--- config.mk ---
export PLATFORM = sky130hd
export DESIGN_NAME = cnt_bcd_display
export DESIGN_NICKNAME = d
export VERILOG_FILES = /design/src/rtl/cnt_bcd_display.sv
export SDC_FILE = /design/constraint.sdc
export NUM_CORES = 1
export LEC_CHECK = 0
export BUFFER_PORTS_ARGS = -buffer_cell sky130_fd_sc_hd__buf_4
export CAP_MARGIN = 20
export CORE_UTILIZATION = 50
export DETAILED_ROUTE_END_ITERATION = 12
export PLACE_DENSITY = 0.7
export SYNTH_ARGS = -nofsm -noshare
export SYNTH_HDL_FRONTEND = slang
export SYNTH_SLANG_ARGS = --single-unit
--- constraint.sdc ---
create_clock -name clk -period 3.3 [get_ports clk]
set_clock_uncertainty 0.05 [all_clocks]
set_input_delay 0.66 -clock clk [delete_from_list [all_inputs] [get_ports clk]]
set_output_delay 0.66 -clock clk [all_outputs]
set_load 0.05 [all_outputs]
--- src/rtl/cnt_bcd_display.sv ---
// Binary count to two-digit BCD (serial double-dabble) with a scanned 7-seg display.
// Optional build macro: CNT_BCD_BLANK_LEAD_ZERO_EN blanks a zero tens digit.
module cnt_bcd_display #(
    parameter int MAX_VAL  = 40,
    parameter int SCAN_DIV = 4
) (
    input  logic       clk,
    input  logic       rst,
    input  logic [5:0] cnt_in,
    output logic [3:0] bcd_tens,
    output logic [3:0] bcd_ones,
    output logic       busy,
    output logic       range_err,
    output logic       wrap,
    output logic [6:0] seg,
    output logic [1:0] an
);

    localparam int SW = (SCAN_DIV > 2) ? $clog2(SCAN_DIV) : 1;
    localparam logic [SW-1:0] SCAN_LAST = SW'(SCAN_DIV - 1);

    typedef enum logic [1:0] {
        IDLE,
        CONV,
        DONE
    } state_t;

    state_t state, state_nx;

    logic [5:0] bin_q, bin_d;
    logic [7:0] acc_q, acc_d;
    logic [2:0] iter_q, iter_d;
    logic [5:0] lat_q, lat_d;
    logic [5:0] last_q, last_d;
    logic [5:0] prev_q;
    logic [3:0] tens_d, ones_d;
    logic       busy_d, err_d;
    logic [SW-1:0] scan_q, scan_d;
    logic [1:0] an_d;
    logic [6:0] seg_d;
    logic [3:0] digit;

    function automatic logic [7:0] add3(input logic [7:0] b);
        logic [3:0] hi;
        logic [3:0] lo;
        hi = b[7:4];
        lo = b[3:0];
        if (hi >= 4'd5) hi = hi + 4'd3;
        if (lo >= 4'd5) lo = lo + 4'd3;
        return {hi, lo};
    endfunction

    function automatic logic [6:0] enc(input logic [3:0] d);
        logic [6:0] s;
        case (d)
            4'd0:    s = 7'b1000000;
            4'd1:    s = 7'b1111001;
            4'd2:    s = 7'b0100100;
            4'd3:    s = 7'b0110000;
            4'd4:    s = 7'b0011001;
            4'd5:    s = 7'b0010010;
            4'd6:    s = 7'b0000010;
            4'd7:    s = 7'b1111000;
            4'd8:    s = 7'b0000000;
            4'd9:    s = 7'b0010000;
            default: s = 7'b1111111;
        endcase
        return s;
    endfunction

    // Conversion FSM next-state and datapath
    always_comb begin
        state_nx = state;
        bin_d    = bin_q;
        acc_d    = acc_q;
        iter_d   = iter_q;
        lat_d    = lat_q;
        last_d   = last_q;
        tens_d   = bcd_tens;
        ones_d   = bcd_ones;
        busy_d   = busy;
        err_d    = range_err;
        unique case (state)
            IDLE: begin
                if (cnt_in != last_q) begin
                    bin_d    = cnt_in;
                    lat_d    = cnt_in;
                    acc_d    = 8'd0;
                    iter_d   = 3'd0;
                    busy_d   = 1'b1;
                    state_nx = CONV;
                end
            end
            CONV: begin
                {acc_d, bin_d} = {add3(acc_q), bin_q} << 1;
                iter_d = iter_q + 3'd1;
                if (iter_q == 3'd5) state_nx = DONE;
            end
            DONE: begin
                tens_d   = acc_q[7:4];
                ones_d   = acc_q[3:0];
                last_d   = lat_q;
                err_d    = (int'(lat_q) > MAX_VAL);
                busy_d   = 1'b0;
                state_nx = IDLE;
            end
            default: state_nx = IDLE;
        endcase
    end

    // Scan timing; seg follows the digit picked by the next an value
    always_comb begin
        scan_d = scan_q + SW'(1);
        an_d   = an;
        if (scan_q == SCAN_LAST) begin
            scan_d = '0;
            an_d   = ~an;
        end
        digit = an_d[0] ? bcd_tens : bcd_ones;
        seg_d = enc(digit);
`ifdef CNT_BCD_BLANK_LEAD_ZERO_EN
        if (an_d[0] && bcd_tens == 4'd0) seg_d = 7'b1111111;
`endif
    end

    always_ff @(posedge clk) begin
        if (rst) begin
            state     <= IDLE;
            bin_q     <= '0;
            acc_q     <= '0;
            iter_q    <= '0;
            lat_q     <= '0;
            last_q    <= '0;
            prev_q    <= '0;
            bcd_tens  <= '0;
            bcd_ones  <= '0;
            busy      <= 1'b0;
            range_err <= 1'b0;
            wrap      <= 1'b0;
            scan_q    <= '0;
            an        <= 2'b10;
            seg       <= 7'b1000000;
        end else begin
            state     <= state_nx;
            bin_q     <= bin_d;
            acc_q     <= acc_d;
            iter_q    <= iter_d;
            lat_q     <= lat_d;
            last_q    <= last_d;
            prev_q    <= cnt_in;
            bcd_tens  <= tens_d;
            bcd_ones  <= ones_d;
            busy      <= busy_d;
            range_err <= err_d;
            wrap      <= (int'(prev_q) == MAX_VAL) && (cnt_in == 6'd0);
            scan_q    <= scan_d;
            an        <= an_d;
            seg       <= seg_d;
        end
    end

endmodule

==> results.toml <==
[floorplan]
dieHeight_microns = 74.4
die_w_microns = 74.4
coreArea_sq_um = 4880
start_util = 0.536
die-area_sq_um = 5530
rows = 25
io_pins = 28

[logic_synthesis]
synth_most_common_cell = "dfxtp_1"
yosysTopAreaCell = "dfxtp_1"
yosysSeqAreaShare = 0.451
yosysUniqueCellTypes = 54
synth_xor_area_frac = 0.0430
async_reset_ff_frac = 0
ys_warn_count = 0
synth_common_cells = "dfxtp_1 (59), nand2_1 (51), a21oi_1 (33)"
syn_nets = 310
syn_area_sq_um = 2620
avgSynthCellArea_sq_um = 9.03
synth_seq_cells = 59
synth_top_area_frac = 0.451
synth_top_flop_cell = "dfxtp_1"
yosys.area_share.adder = 0.0574
synthMuxAreaShare = 0.0535
synth_top_family_by_area = "simple AND/OR/NAND/NOR gates"
synthSimpleGateAreaFrac = 0.184
syn_inst = 290
synthTopCellsByArea = "dfxtp_1 (45%), nand2_1 (7.3%), a21oi_1 (6.3%), ha_1 (5.7%), mux2i_1 (3.1%)"
synth_edf_count = 0
synth_compound_area_frac = 0.174

[worst_setup_path]
r2r_end = "seg[4]"
cp_data_arrival_time_ps = 2560
crit_path_end = "seg[4]"
end_kind = "flip-flop"
critPathMaxFanout = 7
r2r_setup_slack_ps = 930
r2r_cells = 5
start_kind = "flip-flop"
critPathLaunch = "scan_q[0]"
timing.rr.start = "scan_q[0]"
critPathKind = "reg -> reg"
critPathRequiredTime_ps = 3490

[global_routing]
grt_pass1_wl_microns = 9490
grt_max_degree = 50
track_usage = 0.234
grt_pass1_vias = 1970
gr-total-overflow = 0
antenna_found_initial = 0

[clock_network]
cts_setup_buffers = 0
hold_buffers = 0
worst_skew_pair.late_latency_ps = 330
clockBufferDepth = 2
root_buffer = "clkbuf_8"
clk_pin_slew_ps = 70
cts_resized = 0
cts_buffers = 9
cts_sinks = 59
htreeDepth = 3
tritoncts = "yes"

[sta]
setup_violations = 0
fmaxAchievable_mhz = 422
slew_viol_final = 0
timing_hold_violations_final = 0
fin_tns_setup_ps = 0
min_period_ps = 2370
tightest_slew_ps = 818
rsz0062_at_grt = "no"
relSlewSlack = 0.454
fin_crit_sh = 0.718

[power]
pwr_density_cell_nw_per_um2 = 468
worst_ir_drop_vdd_v = 0.000291
p_leak_nw = 1.22

[cells_and_area]
drive_gt1_frac = 0.176
final_area_sq_um = 3040
finish.utilization = 0.624
synthToLayoutAreaGrowth_pct = 16.3
antenna_cells = 0
finalNetCount = 339

[routing]
vias = 2160
dr.first_iter.drc_count = 132
wl_per_cell_microns = 14.6
antenna_left = 0
dr.pass1.iters = 4
post_drt_via_cell_ratio = 5.54
routed_wl_microns = 5690
drc = 0

[place]
placed_area_sq_um = 2880
hpwl_microns = 3840
numPortBuffers = 27
gp_congestion = 0.937

[job]
maxCapViolCount = 0

[worst_hold_path]
min_path_type = "reg -> reg"

[outcome]
status = "finished clean"
registers in the layout, summed over array words and instances, names as in the netlist, 3 cells and up:
register  cells
acc_q         8
seg           7
bin_q         6
last_q        6
lat_q         6
prev_q        6
bcd_ones      4
bcd_tens      4
iter_q        3
kinds of logic after synthesis:
kind of cell               count (synthesis)
AOI/OAI and AO/OA                         70
adders and majority gates                 12
xor gates and xnor gates                  12
DFF                                       59
muxes                                     13
buffers and inverters                     25
and+or+nand+nor                           99
metrics by stage:
step	std cells	total power, mW	hold WS, ps	worst slack, ps
after CTS	390	1.44	385	942
final	390	1.42	382	931
after detailed placement	375	0.886	376	922
after global placement	375	0.885	364	951
after global routing	390	1.49	398	749
after floorplan	290	0.848	354	1140
final cells by class:
cell class	count	area [sq um]
Timing Repair Buffer	31	233
Multi-Input combinational cell	206	1340
Inverter	12	45.0
Clock inverter	3	15.0
Sequential cell	59	1180
Tap cell	67	83.8
Clock buffer	12	145
Fill cell	439	1840
cell usage in the layout, fill, tap and decap left out, types with 5 or more instances in the layout:
master,netlist,layout
mux2i_1,8,8
nor2_1,5,5
xor2_1,7,7
dfxtp_1,59,59
a21oi_1,33,33
nand2_1,51,51
ha_1,12,12
nor2b_1,8,8
nand3_1,10,10
buf_4,0,31
clkbuf_8,0,10
inv_1,10,10
per-layer routing:
layer / GRT usage / part of all wire / wire length (microns)
met3: 0.0921 / 0.058 / 331
met4: 0.0650 / 0.0030 / 17
met2: 0.332 / 0.45 / 2530
met1: 0.329 / 0.49 / 2810
met5: 0 / 0 / 0
power by group:
group	internal, mW	leakage, nW	switching, mW
clock	0.285	0.0860	0.268
combinational	0.0443	0.651	0.0697
sequential	0.737	0.481	0.0199
total	1.07	1.22	0.358
worst min path at each step:
| stage | from | endpoint | slack (ps) | depth (start not counted) |
|---|---|---|---|---|
| 2_1_floorplan | scan_q[0] | scan_q[0] | 350 | 1 |
| 3_3_place_gp | scan_q[0] | scan_q[0] | 360 | 1 |
| 3_5_place_dp | scan_q[0] | scan_q[0] | 380 | 1 |
| 4_1_cts | scan_q[0] | scan_q[0] | 390 | 1 |
| 5_1_grt | scan_q[0] | scan_q[0] | 400 | 1 |
| 6_report | scan_q[0] | scan_q[0] | 380 | 1 |
worst max-delay path, cell delays in order (launching register included):
cell and delay [ps]:
dfxtp_1 340, ha_1 290, xor2_2 380, mux2i_1 610
mux2_4 360, a221oi_2 260
(Power assumes the default switching activity.)
